File: src/rtl/apb_arb_pkg.sv
// Shared types and constants for the two-requester APB arbiter.
// The register-map addresses describe the shared register-file slave.
package apb_arb_pkg;

  localparam int APB_ADDR_W_DEF = 32;
  localparam int APB_DATA_W_DEF = 32;

  localparam logic [1:0] ST_IDLE   = 2'd0;
  localparam logic [1:0] ST_SETUP  = 2'd1;
  localparam logic [1:0] ST_ACCESS = 2'd2;

  typedef enum logic [1:0] {
    IDLE   = ST_IDLE,
    SETUP  = ST_SETUP,
    ACCESS = ST_ACCESS
  } arb_state_e;

  typedef logic req_idx_t;

  localparam logic [31:0] REG_NUM_ADDR     = 32'h0;
  localparam logic [31:0] REG_DATE_ADDR    = 32'h4;
  localparam logic [31:0] REG_SURNAME_ADDR = 32'h8;
  localparam logic [31:0] REG_NAME_ADDR    = 32'hC;

  function automatic logic [1:0] req_onehot(input req_idx_t idx);
    return idx ? 2'b10 : 2'b01;
  endfunction

endpackage

File: src/rtl/apb_rr_pick.sv
// Two-way combinational round-robin picker: a lone eligible requester wins,
// on a tie the requester that was not served last wins.
module apb_rr_pick
  import apb_arb_pkg::*;
(
  input  logic [1:0] eligible,
  input  logic       last,
  output logic       valid,
  output logic       winner
);

  req_idx_t winner_idx;

  always_comb begin
    valid = |eligible;
    if (&eligible) begin
      winner_idx = ~last;
    end else begin
      winner_idx = eligible[1];
    end
  end

  assign winner = winner_idx;

endmodule

File: src/rtl/apb_rr_arbiter.sv
// Two-requester round-robin APB arbiter/sequencer driving one slave port.
// Optional ACCESS timeout is enabled by defining APB_ARB_TIMEOUT_EN.
module apb_rr_arbiter
  import apb_arb_pkg::*;
#(
  parameter int ADDR_W      = APB_ADDR_W_DEF,
  parameter int DATA_W      = APB_DATA_W_DEF,
  parameter int TIMEOUT_CYC = 16
) (
  input  logic              PCLK,
  input  logic              PRESET,
  input  logic              REQ0,
  input  logic              REQ1,
  input  logic              WRITE0,
  input  logic              WRITE1,
  input  logic [ADDR_W-1:0] ADDR0,
  input  logic [ADDR_W-1:0] ADDR1,
  input  logic [DATA_W-1:0] WDATA0,
  input  logic [DATA_W-1:0] WDATA1,
  output logic              GNT0,
  output logic              GNT1,
  output logic              DONE0,
  output logic              DONE1,
  output logic [DATA_W-1:0] RDATA,
  output logic              ERR,
  output logic              PSEL,
  output logic              PENABLE,
  output logic              PWRITE,
  output logic [ADDR_W-1:0] PADDR,
  output logic [DATA_W-1:0] PWDATA,
  input  logic [DATA_W-1:0] PRDATA,
  input  logic              PREADY
);

  if (TIMEOUT_CYC < 1) begin : g_bad_timeout
    $error("TIMEOUT_CYC must be at least 1");
  end

  arb_state_e        state_q, state_d;
  req_idx_t          last_q, last_d;
  req_idx_t          owner_q, owner_d;
  logic [1:0]        gnt_q, gnt_d;
  logic [1:0]        done_q, done_d;
  logic              psel_q, psel_d;
  logic              penable_q, penable_d;
  logic              pwrite_q, pwrite_d;
  logic [ADDR_W-1:0] paddr_q, paddr_d;
  logic [DATA_W-1:0] pwdata_q, pwdata_d;
  logic [DATA_W-1:0] rdata_q, rdata_d;
  logic              xfer_end;

`ifdef APB_ARB_TIMEOUT_EN
  localparam int CNT_W = $clog2(TIMEOUT_CYC + 1);
  logic [CNT_W-1:0]  cnt_q, cnt_d;
  logic              err_q, err_d;
`endif

  logic [1:0]        req_in;
  logic [1:0]        write_in;
  logic [ADDR_W-1:0] addr_in  [2];
  logic [DATA_W-1:0] wdata_in [2];
  logic [1:0]        eligible;
  logic              pick_valid;
  logic              pick_winner;

  assign req_in      = {REQ1, REQ0};
  assign write_in    = {WRITE1, WRITE0};
  assign addr_in[0]  = ADDR0;
  assign addr_in[1]  = ADDR1;
  assign wdata_in[0] = WDATA0;
  assign wdata_in[1] = WDATA1;

  // A requester whose DONE is pulsing this cycle cannot be re-granted.
  for (genvar gi = 0; gi < 2; gi++) begin : g_elig
    assign eligible[gi] = req_in[gi] & ~done_q[gi];
  end

  apb_rr_pick u_pick (
    .eligible (eligible),
    .last     (last_q),
    .valid    (pick_valid),
    .winner   (pick_winner)
  );

  always_comb begin
    state_d   = state_q;
    last_d    = last_q;
    owner_d   = owner_q;
    gnt_d     = gnt_q;
    done_d    = 2'b00;
    psel_d    = psel_q;
    penable_d = penable_q;
    pwrite_d  = pwrite_q;
    paddr_d   = paddr_q;
    pwdata_d  = pwdata_q;
    rdata_d   = '0;
    xfer_end  = 1'b0;
`ifdef APB_ARB_TIMEOUT_EN
    cnt_d     = cnt_q;
    err_d     = 1'b0;
`endif

    case (state_q)
      IDLE: begin
        if (pick_valid) begin
          owner_d  = pick_winner;
          gnt_d    = req_onehot(pick_winner);
          pwrite_d = write_in[pick_winner];
          paddr_d  = addr_in[pick_winner];
          pwdata_d = wdata_in[pick_winner];
          psel_d   = 1'b1;
          state_d  = SETUP;
`ifdef APB_ARB_TIMEOUT_EN
          cnt_d    = '0;
`endif
        end
      end

      SETUP: begin
        penable_d = 1'b1;
        state_d   = ACCESS;
      end

      ACCESS: begin
        if (PREADY) begin
          xfer_end = 1'b1;
          rdata_d  = pwrite_q ? '0 : PRDATA;
        end
`ifdef APB_ARB_TIMEOUT_EN
        // The final stalled cycle is the TIMEOUT_CYC-th one; abort with RDATA=0.
        else if (cnt_q == CNT_W'(TIMEOUT_CYC - 1)) begin
          xfer_end = 1'b1;
          err_d    = 1'b1;
        end else begin
          cnt_d = cnt_q + 1'b1;
        end
`endif
        if (xfer_end) begin
          done_d    = req_onehot(owner_q);
          gnt_d     = 2'b00;
          psel_d    = 1'b0;
          penable_d = 1'b0;
          last_d    = owner_q;
          state_d   = IDLE;
        end
      end

      default: begin
        state_d   = IDLE;
        gnt_d     = 2'b00;
        psel_d    = 1'b0;
        penable_d = 1'b0;
      end
    endcase
  end

  always_ff @(posedge PCLK) begin
    if (PRESET) begin
      state_q   <= IDLE;
      last_q    <= 1'b1;
      owner_q   <= 1'b0;
      gnt_q     <= 2'b00;
      done_q    <= 2'b00;
      psel_q    <= 1'b0;
      penable_q <= 1'b0;
      pwrite_q  <= 1'b0;
      paddr_q   <= '0;
      pwdata_q  <= '0;
      rdata_q   <= '0;
`ifdef APB_ARB_TIMEOUT_EN
      cnt_q     <= '0;
      err_q     <= 1'b0;
`endif
    end else begin
      state_q   <= state_d;
      last_q    <= last_d;
      owner_q   <= owner_d;
      gnt_q     <= gnt_d;
      done_q    <= done_d;
      psel_q    <= psel_d;
      penable_q <= penable_d;
      pwrite_q  <= pwrite_d;
      paddr_q   <= paddr_d;
      pwdata_q  <= pwdata_d;
      rdata_q   <= rdata_d;
`ifdef APB_ARB_TIMEOUT_EN
      cnt_q     <= cnt_d;
      err_q     <= err_d;
`endif
    end
  end

  assign GNT0    = gnt_q[0];
  assign GNT1    = gnt_q[1];
  assign DONE0   = done_q[0];
  assign DONE1   = done_q[1];
  assign RDATA   = rdata_q;
  assign PSEL    = psel_q;
  assign PENABLE = penable_q;
  assign PWRITE  = pwrite_q;
  assign PADDR   = paddr_q;
  assign PWDATA  = pwdata_q;
`ifdef APB_ARB_TIMEOUT_EN
  assign ERR     = err_q;
`else
  assign ERR     = 1'b0;
`endif

endmodule

File: config.mk
export PLATFORM = sky130hd
export DESIGN_NAME = apb_rr_arbiter
export DESIGN_NICKNAME = d
export VERILOG_FILES = /design/src/rtl/apb_arb_pkg.sv /design/src/rtl/apb_rr_pick.sv /design/src/rtl/apb_rr_arbiter.sv
export SDC_FILE = /design/constraint.sdc
export NUM_CORES = 1
export LEC_CHECK = 0
export CORE_MARGIN = 1
export CORE_UTILIZATION = 40
export DETAILED_ROUTE_END_ITERATION = 7
export GPL_ROUTABILITY_DRIVEN = 0
export PLACE_DENSITY = 0.86
export SLEW_MARGIN = 5
export SYNTH_ARGS = -nofsm -noshare
export SYNTH_HDL_FRONTEND = slang
export SYNTH_SLANG_ARGS = --single-unit
File: constraint.sdc
create_clock -name PCLK -period 2.4 [get_ports PCLK]
set_input_delay 0.6 -clock PCLK [delete_from_list [all_inputs] [get_ports PCLK]]
set_output_delay 0.6 -clock PCLK [all_outputs]
set_load 0.02 [all_outputs]
# --- Word-level counts from Yosys, hierarchy flattened ---
# Cells that the tools add are included.
totals:
  elab_cells: 60
  inputBits: 167
  out_inout_bits: 104
  register_bits: 107
op_classes:
  n_mux: 22
  n_eq_ne: 4
  n_lt_le_gt_ge: 2
  reduce_logical: 10
  bitwise: 11
op_table:
  columns: ["op", "count"]
  rows:
  - ["32-bit 2-to-1 mux", 6]
  - ["2-bit case mux with 3 select lines", 2]
  - ["2-bit 2-to-1 mux", 5]
  - ["2-bit AND reduction", 5]
  - ["1-bit inverter", 8]
  - ["1-bit 2-to-1 mux", 7]
  - ["1-bit case mux with 3 select lines", 2]
  - ["2-bit inequality test (second input constant)", 2]
  - ["4-bit OR reduction", 1]
  - ["3-bit AND reduction", 1]
  - ["3-bit OR reduction", 1]
  - ["1-bit bitwise AND", 2]
  - ["2-bit by 1-bit equality test with 1-bit output (second input constant)", 1]
  - ["2-bit equality test (second input constant)", 1]
  - ["2-bit greater-or-equal comparator (second input constant)", 1]
  - ["2-bit zero test", 1]
  - ["1-bit by 2-bit less-than comparator with 1-bit output (second input constant)", 1]
  - ["1-bit inverter with 2-bit output", 1]
  - ["2-bit OR reduction", 1]

# --- Logic depth before layout (Yosys ltp) ---
logic_depth:
  depth_word: 8
  depth_mapped: 6
  mapped_depth_nobuf: 4

# --- Modules after synthesis ---
# From an unflattened synthesis, not the netlist that was laid out.
hier_totals:
  cells_unflattened: 402
  hier_area_um2: 4116.4
by_module_without_submodules:
  columns: ["module", "n_inst", "cells_each", "area_per_inst_um2"]
  rows:
  - ["apb_rr_arbiter", 1, 400, 4102.7]
  - ["apb_rr_pick", 1, 2, 13.8]

# --- Worst setup path before layout ---
# OpenSTA, ideal clock, no wires.
synth_path:
  path_kind: "input port to flip-flop"
  from: "in REQ0"
  to: "reg pwdata_q[13], in the netlist PWDATA[13]"
  path_buffers: 2
  arrival_time_ns: 1.412
  path_slack_ns: 0.842
  t_required_ns: 2.254
  setup_ns: 0.146
  path_stages: 6
  path_cell_list: "nor2b_2 -> o21a_2 -> buf_6 -> clkbuf_4 -> nor2_1 -> a211oi_2"
synth_between:
  elab_chain_len: 7
  elab_cells_between_ends: 9
synth_lines:
  columns: ["item", "line_no", "text"]
  rows:
  - ["start, declared", "apb_rr_arbiter.sv:12", "input logic REQ0,"]
  - ["1-bit bitwise AND *", "apb_rr_arbiter.sv:75", "assign eligible[gi] = req_in[gi] & ~done_q[gi];"]
  - ["2-bit AND reduction", "apb_rr_pick.sv:16", "if (&eligible) begin"]
  - ["1-bit 2-to-1 mux", "apb_rr_pick.sv:16", null]
  - ["1-bit inverter with 2-bit output (implied by the code)", "apb_rr_arbiter.sv:110", "pwdata_d = wdata_in[pick_winner];"]
  - ["32-bit 2-to-1 mux (implied by the code) (3 in a row)", "apb_rr_arbiter.sv:110", null]
  - ["end signal, assigned", "apb_rr_arbiter.sv:184", "pwdata_q <= pwdata_d;"]
  - ["end, declared", "apb_rr_arbiter.sv:48", "logic [DATA_W-1:0] pwdata_q, pwdata_d;"]
# Mark *: on every way between the ends. The rest lies on a longest branch, timed or not. The select of a mux whose other input is x is not followed.
# A chain may end at the register's enable or synchronous reset.

# --- Final worst setup path ---
layout_path:
  from: "reg done_q[1]"
  to: "out DONE1"
layout_rtl:
  columns: ["item", "line_no", "text"]
  rows:
  - ["start, declared", "apb_rr_arbiter.sv:43", "logic [1:0] done_q, done_d;"]
  - ["start signal, assigned", "apb_rr_arbiter.sv:179", "done_q <= done_d;"]
  - ["end, declared", "apb_rr_arbiter.sv:23", "output logic DONE1,"]
# No word-level cell between the ends.

==> flow_summary_export.csv <==
group,metric,value,unit
detailed_routing,detail_route.iter0.violations,194,
synth,synthesis.instances,473,
setup_path,endpoint_kind,"primary output",
power_and_ir_drop,p_per_area,640.5,nW/um2
detailed_routing,antenna_left,0,
global_route,grt_pass1_vias,4488,
placed_design,dpl-instance-area,7193,um2
timing,fin_crit,2.031,ns
clock_network,cts_buffers,9,
synth,synthArstFlopShare,0,%
synth,synth.yosys.seq_area_share,48.73,%
global_route,grt_util_all_layers,24.05,%
timing,setup_viol,0,
timing,hold_viol,0,
timing,slew_viol_final,0,
synth,synth_edf_count,0,
layout,area_delta_synth_final,68.89,%
clock_network,clk_pin_slew,0.11,ns
floorplan,die_area,11410,um2
setup_path,cp_max_fo,2,
floorplan,die_y,106.8,um
synth,ys_top_cells_by_area,"dfxtp_1, a211oi_2, nand2_1, nor2_1, a21oi_2",
synth,synth_flop_cell,"dfxtp_1",
clock_network,ctsHtreeMaxLevel,3,
setup_path,cp_slowest_cell,"clkdlybuf4s50_1",
timing,post-route-period-util,84.63,%
setup_path,worstPathArrival,1.43,ns
layout,design_area,7423,um2
placed_design,port_buffers,269,
setup_path,critPathKind,"register to primary output",
detailed_routing,dr.pass1.iters,5,
synth,ys_types,31,
clock_network,postCtsSetupBuffers,0,
clock_network,cts_tree,"built",
detailed_routing,via_per_inst,5.069,
global_route,grt_max_degree,48,
floorplan,core.rowCount,37,
setup_path,slowest_delay,0.64,ns
clock_network,cts_root_buffer,"clkbuf_8",
synth,synth_top_cell_by_area,"dfxtp_1",
floorplan,die_w,106.8,um
synth,syn-num-nets,640,
synth,synth_common_cells,"dfxtp_1, nand2_1, nor2_1",
clock_network,worstSkewPairLatency,0.36,ns
synth,avgSynthCellArea,9.293,um2
clock_network,cts_resized,0,
synth,postSynthRegisterBits,107,
layout,nNetsFinal,891,
detailed_routing,wire_per_inst,16.06,um
clock_network,clockBufferDepth,2,
floorplan,initial_utilization,41.83,%
setup_path,cp_num_buf_inv,1,
synth,synth_top_area_share,48.73,%
detailed_routing,postRouteWirelength,13890,um
power_and_ir_drop,p_leak,2.829,nW
floorplan,core-area,10510,um2
timing,skew,0.01331,ns
clock_network,cts.sink_count,107,
timing,rsz0062_at_grt,"false",
synth,yosysMostFrequentCell,"dfxtp_1",
setup_path,path_cells,"clkdlybuf4s50_1",
clock_network,cts_hold_buf,0,
setup_path,required,1.80,ns
job,cap_violations,0,
timing,final.setup.tns,0,ns
global_route,gr-total-overflow,0,
layout,final_util,70.64,%
layout,drive_above_1_share,14.27,%
run_status,status,"finished, final reports clean",
setup_path,startpoint_type,"register",
setup_path,critPathTopFamily,"buffers and inverters",
timing,max_freq,492.3,MHz
power_and_ir_drop,ir_worst_vdd,0.4509,mV
layout,diodes,0,
global_route,antenna_found_initial,0,
floorplan,ios,271,
synth,yosys_warnings,0,
placed_design,hpwl,10340,um
synth,netlist_area,4395,um2
hold_path,min-delay-path-class,"register to register",
detailed_routing,drcViolationCount,0,
global_route,grt_pass1_wl,21650,um
detailed_routing,num_vias,4385,
-- worst paths after layout --
check | slack [ns] | end | depth (start not counted) | from
worst max register to register | 0.90 | PWDATA[15] | 5 | done_q[1]
worst max-delay path | 0.37 | DONE1 | 1 | done_q[1]
worst min register to register | 0.48 | PSEL | 2 | PSEL
worst min-delay path | 0.48 | PSEL | 2 | PSEL
-- cells by family after synthesis --
logic type / share of synthesized area (%)
compound gates: 26.76
buf+inv: 5.522
flops: 48.73
mux: 0.2277
other cells: 0.08532
simple gates: 18.67
-- per-stage QoR --
stage	cells	setup WS, ns	hold slack [ns]	power [W]
4_1_cts	865	0.3664	0.4820	0.004805
3_5_place_dp	849	0.1756	0.4647	0.003533
2_1_floorplan	473	0.8418	0.4359	0.002807
6_report	865	0.3688	0.4849	0.004755
3_3_place_gp	849	0.2601	0.4453	0.003489
5_1_grt	865	0.3359	0.5236	0.004983
-- state kept, by name, summed over array words and instances (netlist names) --
name	flops
done_q	2
owner_q	1
PWDATA	32
PSEL	1
RDATA	32
state_q	2
PADDR	32
PENABLE	1
PWRITE	1
gnt_q	2
last_q	1
-- placed cells by master (no fill, tap or decap), drive strengths merged, types with 3 or more instances in the layout --
cell	n
nor2	71
clkdlybuf4s50	268
buf	12
nand2	70
a21oi	69
nor3	3
a211oi	65
inv	5
clkbuf	9
and2	33
dfxtp	107
-- metal layers --
layer / share of wire [%] / vias to the layer above / routed length (um) / global-route usage [%]
met3: 7.2 / 33 / 1005 / 5.775
met1: 37 / 2052 / 5208 / 25.71
met4: 2.9 / 0 / 397 / 9.393
li1: - / 2103 / - / -
met2: 52 / 197 / 7279 / 45.12
met5: 0 / - / 0 / 0
-- report_power, final --
| group | internal, W | switching [W] |
|---|---|---|
| sequential | 0.00193 | 0.0000885 |
| clock | 0.000607 | 0.000659 |
| combinational | 0.000746 | 0.000721 |
| total | 0.00329 | 0.00147 |
-- cell type report --
class                      instances  area (um2)
inverter                           2       7.507
fill                             779        3085
sequential                       107        2142
timing repair buffer             280        2860
multi-input combinational        324        2013
clock inverter                     7       106.4
tap                              136       170.2
clock buffer                       9       123.9
-- tightest hold or removal path: cells and delay by family (launching register included) --
family	cells	cell delay (ns)
AO/OA/AOI/OAI	1	0.06
flip-flops	1	0.34
AND/OR/NAND/NOR	1	0.06
Power figures use the tool's default switching activity.
